===== src/rtl/alu_share_arbiter.sv =====
// Round-robin sequencer sharing one combinational ALU between two requesters.
// Latches the granted operation, holds it on the ALU for ALU_LAT cycles, then captures and returns the result.
module alu_share_arbiter #(
  parameter int WIDTH   = 32,
  parameter int ALU_LAT = 1
) (
  input  logic             clock,
  input  logic             reset_n,
  input  logic             req0_valid,
  output logic             req0_ready,
  input  logic [4:0]       req0_opcode,
  input  logic [4:0]       req0_shamt,
  input  logic [WIDTH-1:0] req0_a,
  input  logic [WIDTH-1:0] req0_b,
  input  logic             req1_valid,
  output logic             req1_ready,
  input  logic [4:0]       req1_opcode,
  input  logic [4:0]       req1_shamt,
  input  logic [WIDTH-1:0] req1_a,
  input  logic [WIDTH-1:0] req1_b,
  output logic             rsp0_valid,
  output logic             rsp1_valid,
  output logic [WIDTH-1:0] rsp_result,
  output logic             rsp_ne,
  output logic             rsp_lt,
  output logic             rsp_ovf,
  output logic [4:0]       alu_opcode,
  output logic [4:0]       alu_shamt,
  output logic [WIDTH-1:0] alu_a,
  output logic [WIDTH-1:0] alu_b,
  input  logic [WIDTH-1:0] alu_result,
  input  logic             alu_ne,
  input  logic             alu_lt,
  input  logic             alu_ovf,
  output logic             busy
);

  typedef enum logic [1:0] {
    IDLE = 2'd0,
    EXEC = 2'd1,
    RESP = 2'd2
  } state_t;

  localparam logic [1:0] CNT_INIT = 2'(ALU_LAT - 1);

  state_t           state_r, next_state_s;
  logic [1:0]       cnt_r;
  logic             prio_r;
  logic             gid_r;
  logic             grant_s;
  logic             hs_s;
  logic             capture_s;
  logic [4:0]       op_r, sh_r;
  logic [WIDTH-1:0] a_r, b_r;
  logic [WIDTH-1:0] res_r;
  logic             ne_r, lt_r, ovf_r;
  logic             rsp0_r, rsp1_r, busy_r;

  // Next-state, grant and combinational ready generation.
  always_comb begin
    next_state_s = state_r;
    req0_ready   = 1'b0;
    req1_ready   = 1'b0;
    hs_s         = 1'b0;
    capture_s    = 1'b0;
    // grant_s = 1 selects req1; prio_r breaks a tie only when both are valid
    grant_s      = req1_valid & (~req0_valid | prio_r);
    case (state_r)
      IDLE: begin
        if (req0_valid || req1_valid) begin
          req0_ready   = ~grant_s;
          req1_ready   = grant_s;
          hs_s         = 1'b1;
          next_state_s = EXEC;
        end else begin
          next_state_s = IDLE;
        end
      end
      EXEC: begin
        if (cnt_r == 2'd0) begin
          capture_s    = 1'b1;
          next_state_s = RESP;
        end else begin
          next_state_s = EXEC;
        end
      end
      RESP:    next_state_s = IDLE;
      default: next_state_s = IDLE;
    endcase
  end

  // Control state: FSM, settle counter, priority pointer, grant id and status outputs.
  always_ff @(posedge clock or negedge reset_n) begin
    if (!reset_n) begin
      state_r <= IDLE;
      cnt_r   <= 2'd0;
      prio_r  <= 1'b0;
      gid_r   <= 1'b0;
      rsp0_r  <= 1'b0;
      rsp1_r  <= 1'b0;
      busy_r  <= 1'b0;
    end else begin
      state_r <= next_state_s;
      rsp0_r  <= capture_s & ~gid_r;
      rsp1_r  <= capture_s & gid_r;
      busy_r  <= (next_state_s != IDLE);
      if (hs_s) begin
        cnt_r <= CNT_INIT;
        gid_r <= grant_s;
      end else if (state_r == EXEC && cnt_r != 2'd0) begin
        cnt_r <= cnt_r - 2'd1;
      end
      if (state_r == RESP) begin
        prio_r <= ~gid_r;
      end
    end
  end

  // Operand latch on handshake and result/flag capture at the end of the settle window.
  always_ff @(posedge clock or negedge reset_n) begin
    if (!reset_n) begin
      op_r  <= 5'd0;
      sh_r  <= 5'd0;
      a_r   <= {WIDTH{1'b0}};
      b_r   <= {WIDTH{1'b0}};
      res_r <= {WIDTH{1'b0}};
      ne_r  <= 1'b0;
      lt_r  <= 1'b0;
      ovf_r <= 1'b0;
    end else begin
      if (hs_s) begin
        op_r <= grant_s ? req1_opcode : req0_opcode;
        sh_r <= grant_s ? req1_shamt  : req0_shamt;
        a_r  <= grant_s ? req1_a      : req0_a;
        b_r  <= grant_s ? req1_b      : req0_b;
      end
      if (capture_s) begin
        res_r <= alu_result;
        ne_r  <= alu_ne;
        lt_r  <= alu_lt;
        ovf_r <= alu_ovf;
      end
    end
  end

  assign alu_opcode = op_r;
  assign alu_shamt  = sh_r;
  assign alu_a      = a_r;
  assign alu_b      = b_r;
  assign rsp_result = res_r;
  assign rsp_ne     = ne_r;
  assign rsp_lt     = lt_r;
  assign rsp_ovf    = ovf_r;
  assign rsp0_valid = rsp0_r;
  assign rsp1_valid = rsp1_r;
  assign busy       = busy_r;

endmodule


===== config.mk =====
export PLATFORM = sky130hd
export DESIGN_NAME = alu_share_arbiter
export DESIGN_NICKNAME = d
export VERILOG_FILES = /design/src/rtl/alu_share_arbiter.sv
export SDC_FILE = /design/constraint.sdc
export NUM_CORES = 1
export LEC_CHECK = 0
export ABC_AREA = 1
export CORE_ASPECT_RATIO = 2
export CORE_MARGIN = 2
export CORE_UTILIZATION = 42
export DETAILED_ROUTE_END_ITERATION = 12
export PLACE_DENSITY_LB_ADDON = 0.3
export RECOVER_POWER = 25
export SLEW_MARGIN = 10
export SYNTH_ARGS = -nofsm -noshare
export SYNTH_HDL_FRONTEND = slang
export SYNTH_SLANG_ARGS = --single-unit

===== constraint.sdc =====
create_clock -name clock -period 3.7 [get_ports clock]
set_clock_uncertainty 0.15 [all_clocks]
set_input_delay 0.555 -clock clock [delete_from_list [all_inputs] [get_ports clock]]
set_output_delay 0.555 -clock clock [all_outputs]
set_load 0.005 [all_outputs]

==> metrics, run 1 <==
status complete, but fails checks; failing checks max-capacitance violations, max-slew violations; die height 165 um; Ports 301; Reg2Reg Launch Point state_r[1]$_DFF_PN0_; RSZ-0062 raised after global routing no; DRT Pass-1 Iters 6; Starting Density 42.5%; cells after synthesis 666; post_cts resized 0; gpl congestion 0.834; DIE WIDTH 84.6 um; Power Dens Cells 790 nW/um^2; WP data required 2.99 ns; worst rel slew slack -37.4%; worst IR drop on VDD 508 uV; Setup crit end req1_ready; Ys Warns 0; vias 5793; M1 GR Usage 31.9%; mapped cell area 5460 um^2; root buffer cell clkbuf_16; Reg clk slew, reported paths 0.06 ns; static leakage 4.23 nW; Hold Crit Class flop to flop; routed len/inst 16.5 um; footprint of the multi-input gates 2060 um^2; Worst setup SP type flop; Worst EP arrival 2.34 ns; grt met3 use 7.65%; core area 12800 um^2; Detail Placement HPWL 12600 um; Final min period 3.04 ns; Final ANT Viol Nets 0; sequential cell area fraction in the yosys report 54.1%; crit share post-route 82.2%; GR Util met2 40.9%; Overflow after GRT 0; setup_tns 0 ns; DRT iter0 DRCs 360; Core Rows 59; hold_ws 0.327 ns; pin count of the biggest net entering global routing 80; storage element area 2950 um^2; clk_lat worst skew 0.40 ns; synth unique cells 21; Yosys reg bits 118; Final Hold Viols 0; Max-cap violations 1; number of global-route vias before repair 5643; Fmax 329 MHz; Crit. End Element output port; Die ar. 14000 um^2; Worst Max-Slew Pin Slew 2.06 ns; TritonCTS clock tree yes; area grow syn2layout 65.2%; share of cells above drive strength 1 5.64%; Diodes inserted 0; vias per inst 5.22; worst r2r path cells 4; GRT Max-Usage Layer met2; DRC violations left 0; Slew Limit Fails 37; Clock Path Buffers 2; flop2flop setup slack 1.32 ns; Layout Nets 1133; initial antenna violation count 0; Max H-tree Level 4; Tot GR Track Use 25.2%; first-pass GRT wire length 28200 um; Filler Cells Inserted 1010; Critical Path Source state_r[1]$_DFF_PN0_; Num CTS Buffers 17; Mean Syn Cell Area 8.20 um^2; clock net sink count 118; I/O Buffers 300; critical path fanouts, max 35; Final setup viols 0; Synth Net Count 854; WS Path Type flop to output port; R2R Path End alu_b[2]$_DFFE_PN0P_; final WL 18300 um
[routing by layer]
| layer | up-vias | wire (um) |
|---|---|---|
| li1 | 2753 | - |
| met1 | 2742 | 7380 |
| met2 | 270 | 8960 |
| met3 | 28 | 1560 |
| met4 | 0 | 395 |
| met5 | - | 0 |
[worst min path at each step]
stage | slack, ns | depth (start not counted) | start | end
2_1_floorplan | 0.11 | 0 | reset_n | alu_a[0]$_DFFE_PN0P_
3_3_place_gp | 0.31 | 2 | alu_a[15]$_DFFE_PN0P_ | alu_a[15]$_DFFE_PN0P_
3_5_place_dp | 0.31 | 2 | rsp_result[12]$_DFFE_PN0P_ | rsp_result[12]$_DFFE_PN0P_
4_1_cts | 0.33 | 2 | rsp_result[26]$_DFFE_PN0P_ | rsp_result[26]$_DFFE_PN0P_
5_1_grt | 0.34 | 2 | alu_a[18]$_DFFE_PN0P_ | alu_a[18]$_DFFE_PN0P_
6_report | 0.33 | 2 | alu_a[11]$_DFFE_PN0P_ | alu_a[11]$_DFFE_PN0P_
[layout by cell type (no fill, tap or decap), drive strengths merged]
cell,n
nand4,55
a21oi,3
dlygate4sd3,2
ha,1
or2,1
nand2,225
nor2,6
nand3,152
clkinv,7
clkbuf,20
a31oi,1
nand3b,1
clkdlybuf4s50,297
inv,50
clkinvlp,5
dfrtp,118
o21ai,2
buf,12
[worst max-delay path, stage by stage (launching register included)]
cell,delay (ns)
dfrtp_1,0.45
nor2_4,0.62
nand3_1,0.24
inv_1,0.10
clkdlybuf4s50_1,0.52
[through the flow]
stage / power [mW] / worst slack [ns] / util, % / cells / area, um^2
detailed placement: 5.65 / 0.821 / 66.0 / 1077 / 8470
CTS: 7.20 / 0.634 / 70.3 / 1110 / 9030
global route: 7.63 / 0.272 / 70.2 / 1110 / 9020
finish: 7.13 / 0.659 / 70.2 / 1110 / 9020
global placement: 5.57 / 0.891 / 66.0 / 1077 / 8470
floorplan: 3.86 / 1.76 / - / 666 / 5460
[synthesized netlist by cell type (all sizes together)]
library cell | instances | area (um^2)
ha | 1 | 12.5
nand3b | 1 | 7.51
dfrtp | 118 | 2950
nand4 | 55 | 344
nand2 | 225 | 847
o21ai | 2 | 13.8
a31oi | 1 | 6.26
clkbuf | 12 | 45.0
inv | 48 | 180
a21oi | 3 | 18.8
or2 | 1 | 6.26
buf | 41 | 241
nand3 | 152 | 761
nor2 | 6 | 25.0
[repair_timing]
action | in CTS | in global routing
setup buffers | 0 | 0
endpoints found under the hold margin | 33 | 0
hold buffers | 1 | 0
[registers in the layout, indices dropped and copies added (netlist names)]
register / count
busy: 1
alu_b: 32
gid_r: 1
rsp1_valid: 1
alu_a: 32
rsp_lt: 1
rsp_ovf: 1
cnt_r: 2
state_r: 2
rsp_ne: 1
alu_shamt: 5
prio_r: 1
rsp_result: 32
rsp0_valid: 1
alu_opcode: 5
[final cells by class]
type | instances | area share [%]
timing repair buffer | 313 | 34.2
clock inverter | 14 | 1.17
multi-input combinational | 447 | 22.9
tap | 152 | 2.11
sequential | 118 | 32.7
clock buffer | 18 | 4.87
inverter | 48 | 2.00
[logic make-up after synthesis]
kind of cell    after synthesis  share of synthesized area [%]
simple gates                440                           36.4
flops                       118                           54.1
buf+inv                     101                           8.55
compound gates                6                          0.710
fa+ha+maj                     1                          0.229
[power by group]
part | internal [mW] | switching (mW) | leakage [nW]
Sequential | 1.94 | 0.375 | 1.45
Combinational | 1.71 | 1.63 | 2.53
Clock | 0.876 | 0.609 | 0.255
No activity file was read; power rests on OpenSTA's default activity.
==> run 2: changes to the inputs <==
Settings changed: CORE_UTILIZATION 42 to 39.
Clock period 3.7 ns to 3.1 ns, I/O delays scaled along.
==> run 2 against run 1 <==
The flow still finishes with violations (max-capacitance violations, max-slew violations). Power increased by 22%. Die area increased by 7.4%. Design area increased by 1.4%. Sequential cell count unchanged. Hold slack got worse by 0.010 ns. Non-clock buffer count increased by 2. Wire length increased by 1.5%. Count of clock-buffer cells in the layout increased by 1. Sequential power increased by 19%. Utilization decreased by 4.0 points. Critical path depth increased by 2. Critical endpoint is now req0_ready. Largest cell class unchanged.
==> metrics, run 2 (same netlist as run 1, synthesis figures left out) <==
Final min period 2.57 ns; worst rel slew slack -5.73% (+32 points); Worst Hold Launch req1_valid; Int Pwr 5.60 mW (+24%); Core Rows 61 (+3.4%); flop2flop setup slack 0.71 ns (-0.61 ns); Max-cap violations 1 (unchanged); first-pass GRT wire length 28800 um (+2.4%); routed len/inst 16.2 um (-2.1%); commonest cells after routing, fill and taps aside 297 x clkdlybuf4s50_1, 223 x nand2_1, 152 x nand3_1; DRT iter0 DRCs 257 (-29%); Final Hold Viols 0 (unchanged); gpl congestion 0.874 (+4.8%); worst IR drop on VDD 620 uV (+22%); clock network fraction of total power 22.8% (+2.0 points); core area 13800 um^2 (+7.5%); Clock Path Buffers 2 (unchanged); Hold Path Sink gid_r$_DFFE_PN0P_; TritonCTS clock tree yes; die height 171 um (+3.7%); Net Switching 3.12 mW (+19%); Sw Ratio 35.8% (-0.87 points); DRT Pass-1 Iters 4 (-2); setup_tns 0 ns (unchanged); number of global-route vias before repair 5756 (+2.0%); Hold Crit Class primary input to flop; Reg2Reg Launch Point cnt_r[0]$_DFFE_PN0P_; Tot GR Track Use 24.8% (-0.34 points); Final setup viols 0 (unchanged); vias 5795 (+0.035%); Layout Nets 1135 (+0.18%); Max H-tree Level 4 (unchanged); share of cells above drive strength 1 5.52% (-0.12 points); Slew Limit Fails 38 (+2.7%); Finished Core Util 66.2% (-4.0 points); WP data required 2.48 ns (-0.51 ns); RSZ-0062 raised after global routing no; Ports 301 (unchanged); I/O Buffers 300 (unchanged); Detail Placement HPWL 13100 um (+3.6%); Power Total 8.73 mW (+22%); storage element area 2950 um^2 (unchanged); clk_lat worst skew 0.40 ns (about the same); Die ar. 15000 um^2 (+7.4%); DIE WIDTH 87.7 um (+3.6%); area grow syn2layout 67.5%; vias per inst 5.03 (-3.5%); footprint of the multi-input gates 2060 um^2 (unchanged); final WL 18600 um (+1.5%); Final ANT Viol Nets 0 (unchanged); WS Path Type primary input to output port; Worst Max-Slew Pin Slew 1.59 ns (-0.475 ns); root buffer cell clkbuf_16; critical path fanouts, max 4 (-89%); crit share post-route 83.0%; Fmax 388 MHz; Worst EP arrival 1.96 ns (-0.38 ns); status complete, but fails checks; Filler Cells Inserted 1130 (+12%); Power Dens Cells 954 nW/um^2 (+21%); clock net sink count 118 (unchanged); R2R Path End rsp_result[31]$_DFFE_PN0P_; initial antenna violation count 2 (+2); worst r2r path cells 6 (+2); Num CTS Buffers 17 (unchanged); Combinational Power Share 45.7% (-1.1 points); hold_ws 0.317 ns (-0.0101 ns); Min-Delay Path Depth 3 (+1); Worst setup SP type primary input; Overflow after GRT 0 (unchanged); Reg power frac 31.5% (-0.9 points); setup bufs post-CTS 0 (unchanged); static leakage 4.28 nW (+1.1%); Reg clk slew, reported paths 0.06 ns (about the same); DRC violations left 0 (unchanged); Starting Density 39.5% (-3.0 points); failing checks max-capacitance violations, max-slew violations; Crit. End Element output port; commonest non-fill, non-tap cell in the layout clkdlybuf4s50_1; pin count of the biggest net entering global routing 70 (-13%)
==> run 2: cell types whose count changed in the layout (fill, tap and decap cells not counted), sizes merged <==
cell / delta
inv: +2
diode: +2
bufinv: +2
clkinvlp: -3
clkbuf: +3
clkinv: -2
==> run 2: power groups by stage <==
| stage | Sequential [mW] | Clock, mW | Combinational [mW] |
|---|---|---|---|
| after floorplan | 2.77 | 0 | 1.84 |
| after global placement | 2.74 | 0 | 3.97 |
| after detailed placement | 2.75 | 0 | 4.03 |
| after CTS | 2.75 | 2.02 | 4.05 |
| after global routing | 2.84 | 2.10 | 4.43 |
| final | 2.75 | 1.99 | 3.99 |
==> run 2: stage by stage <==
step / area (um^2) / setup slack (ns) / instances
2_1_floorplan: 5460 / 1.34 / 666
5_1_grt: 9150 / 0.301 / 1151
6_report: 9150 / 0.526 / 1151
3_3_place_gp: 8550 / 0.569 / 1116
4_1_cts: 9160 / 0.588 / 1149
3_5_place_dp: 8550 / 0.571 / 1116
==> run 2: critical path, cell delays in order <==
cell	delay, ns
dlygate4sd3_1	0.68
inv_2	0.07
a21oi_4	0.11
nand2_1	0.07
inv_1	0.06
clkdlybuf4s50_1	0.50
==> run 2: worst max-delay path by stage <==
stage                          start                    end  slack, ns
final                     req0_valid             req0_ready       0.53
after global routing         reset_n   cnt_r[1]$_DFFE_PN0P_       0.30
after CTS                 req0_valid             req0_ready       0.59
after detailed placement  req0_valid   alu_a[8]$_DFFE_PN0P_       0.57
after global placement    req0_valid  alu_a[15]$_DFFE_PN0P_       0.57
after floorplan           req1_valid             req0_ready       1.34
==> run 2: timing repair <==
item | CTS | global route
hold buffers | 1 | 0
resized for setup | 0 | 0
hold endpoints to repair | 49 | 0
==> run 2: per-layer routing <==
| layer | wire length (um) | up-vias | share of wire (%) | track usage [%] |
|---|---|---|---|---|
| met2 | 9670 | 272 | 52 | 42.4 |
| met1 | 6850 | 2722 | 37 | 28.0 |
| li1 | - | 2757 | - | - |
| met4 | 683 | 0 | 3.7 | 11.4 |
| met5 | 0 | - | 0 | 0 |
| met3 | 1390 | 44 | 7.5 | 7.20 |
==> run 2: final cells by class <==
type | count | share of cell area, %
sequential | 118 | 32.3
timing repair buffer | 315 | 34.0
inverter | 48 | 1.97
clock buffer | 19 | 4.95
multi-input combinational | 447 | 22.6
antenna | 2 | 0.0547
clock inverter | 13 | 1.60
tap | 189 | 2.59
==> run 3: changes to the inputs <==
Settings changed: CORE_UTILIZATION 39 to 35.
Clock period 3.1 ns to 2.3 ns, I/O delays scaled along.
==> run 3 against run 2 <==
The flow now finishes without violations. Worst setup slack got worse by 0.45 ns. Register-to-register slack got worse by 0.29 ns. Critical endpoint unchanged. Count of clock-buffer cells in the layout is 2 lower. Power increased by 35%. Clock power grew 32%. Critical path type unchanged. Global-route usage decreased by 1.4 points. Design area up 0.55%. Utilization shrank 6.1 points.
==> metrics, run 3 (same netlist as run 1, synthesis figures left out) <==
Worst EP arrival 1.73 ns (-0.23 ns); Num CTS Buffers 17 (unchanged); first-pass GRT wire length 30600 um (+6.3%); initial antenna violation count 0 (-2); Die ar. 16700 um^2 (+11%); fin area 9200 um^2 (+0.55%); Final setup viols 0 (unchanged); Top cell by count, worst path clkdlybuf4s50_1; grt met3 use 6.32% (-0.88 points); setup bufs post-CTS 0 (unchanged); crit share post-route 96.9%; DRC violations left 0 (unchanged); root buffer cell clkbuf_16; vias 5811 (+0.28%); Worst setup SP type primary input; WP data required 1.80 ns (-0.68 ns); worst rel slew slack 49.2% (+55 points); Diodes inserted 0 (-2); Layout Nets 1139 (+0.35%); area grow syn2layout 68.4%; commonest cells after routing, fill and taps aside 297 x clkdlybuf4s50_1, 223 x nand2_1, 152 x nand3_1; setup_tns 0 ns (unchanged); commonest non-fill, non-tap cell in the layout clkdlybuf4s50_1; post-place instance area 8640 um^2 (+1.1%); pin count of the biggest net entering global routing 76 (+8.6%); status finished clean; CP peak stage delay 0.55 ns (-0.13 ns); GR Util met2 38.8% (-3.6 points); Worst Max-Slew Pin Slew 0.762 ns (-0.824 ns); Setup crit end req0_ready; worst IR drop on VDD 778 uV (+26%); Final ANT Viol Nets 0 (unchanged); share of cells above drive strength 1 6.22% (+0.70 points); Reg2Reg Launch Point state_r[0]$_DFF_PN0_; R2R Path End alu_shamt[2]$_DFFE_PN0P_; Filler Cells Inserted 1321 (+17%); TritonCTS clock tree yes; Starting Density 35.7% (-3.8 points); Tot GR Track Use 23.4% (-1.4 points); M1 GR Usage 27.3% (-0.72 points); DRT Pass-1 Iters 4 (unchanged); die height 181 um (+5.4%); clock net sink count 118 (unchanged); number of global-route vias before repair 5812 (+0.97%); Max H-tree Level 4 (unchanged); Overflow after GRT 0 (unchanged); routed len/inst 16.4 um (+1.5%); Crit-path slowest cell clkdlybuf4s50_1; DIE WIDTH 92.3 um (+5.3%); gpl congestion 0.835 (-4.4%); clk_lat worst skew 0.41 ns (about the same); flop2flop setup slack 0.42 ns (-0.29 ns); I/O Buffers 300 (unchanged); Reg clk slew, reported paths 0.05 ns (about the same); Max-cap violations 0 (-1); final WL 19000 um (+2.5%); critical path fanouts, max 3 (-1); Clock Path Buffers 2 (unchanged); static leakage 4.30 nW (+0.42%); vias per inst 5.00 (-0.67%); Final Hold Viols 0 (unchanged); Slew Limit Fails 0 (-100%); worst r2r path cells 6 (unchanged); Core Rows 64 (+4.9%); Detail Placement HPWL 13400 um (+2.2%); Critical Path Source req0_valid; DRT iter0 DRCs 261 (+1.6%); Hold Crit Class primary input to flop; WS Path Type primary input to output port; RSZ-0062 raised after global routing no; Critical Path, Cell by Cell clkdlybuf4s50_1 > inv_2 > a21oi_4 > nand2_1 > inv_1 > clkdlybuf4s50_1; Ports 301 (unchanged); GRT Max-Usage Layer met2; core area 15300 um^2 (+11%); Final min period 2.23 ns; Fmax 449 MHz; hold_ws 0.179 ns (-0.138 ns); Crit. End Element output port; Power Dens Cells 1280 nW/um^2 (+35%)
## run 3: cell count changes in the layout (fill, tap and decap cells not counted), sizes merged
| cell | delta |
|---|---|
| clkbuf | -1 |
| buf | +3 |
| diode | -2 |
| inv | -3 |
| clkinvlp | +5 |
| dlygate4sd3 | -1 |
| dlymetal6s2s | +1 |
## run 3: worst min path at each step
| stage | to | cells after the start | slack [ns] | startpoint |
|---|---|---|---|---|
| 3_3_place_gp | alu_b[5]$_DFFE_PN0P_ | 1 | 0.17 | reset_n |
| 5_1_grt | gid_r$_DFFE_PN0P_ | 3 | 0.22 | req1_valid |
| 4_1_cts | gid_r$_DFFE_PN0P_ | 3 | 0.17 | req1_valid |
| 6_report | gid_r$_DFFE_PN0P_ | 3 | 0.18 | req1_valid |
| 3_5_place_dp | alu_b[5]$_DFFE_PN0P_ | 1 | 0.17 | reset_n |
| 2_1_floorplan | alu_a[0]$_DFFE_PN0P_ | 0 | -0.10 | reset_n |
## run 3: routing by layer
metal  vias to the layer above  routed length [um]  part of all wire [%]
met5                         -                   0                     0
met4                         0                 872                   4.6
met3                        50                1130                   5.9
met2                       239                9970                    52
met1                      2757                7080                    37
li1                       2765                   -                     -
## run 3: cell type report
class                   instances  area, um^2  area share, %
clock buffers                  17         425           4.63
clock inverters                15         158           1.71
inverters                      48         180           1.96
multi-input cells             447        2060           22.4
flip-flops and latches        118        2950           32.1
well taps                     198         248           2.69
repair buffers                319        3170           34.4
## run 3: worst max-delay path: cells and delay by family
kind / cells / cell delay, ns
AO/OA/AOI/OAI: 1 / 0.12
buffers and inverters: 4 / 1.19
AND/OR/NAND/NOR: 1 / 0.08
## run 3: metrics by stage
step           std cells  setup slack [ns]  util, %  total power, mW
2_1_floorplan        666             0.760        -             6.22
3_3_place_gp        1129            0.0630     56.5             9.14
3_5_place_dp        1129            0.0697     56.5             9.26
4_1_cts             1162            0.0414     60.4             12.0
5_1_grt             1162            0.0143     60.1             12.7
6_report            1162            0.0711     60.1             11.8
## run 3: what timing repair did
action                     CTS  global route
hold buffers                 1             0
setup endpoints to repair    0             1
gates resized for setup      0             2
hold endpoints to repair    27             0
## run 3: where the power goes
group          total, mW  internal [mW]  leakage (nW)  switching [mW]
combinational       5.49           2.83          2.58            2.65
clock               2.63           1.59         0.263            1.04
sequential          3.70           3.11          1.45           0.581
total               11.8           7.54          4.30            4.27
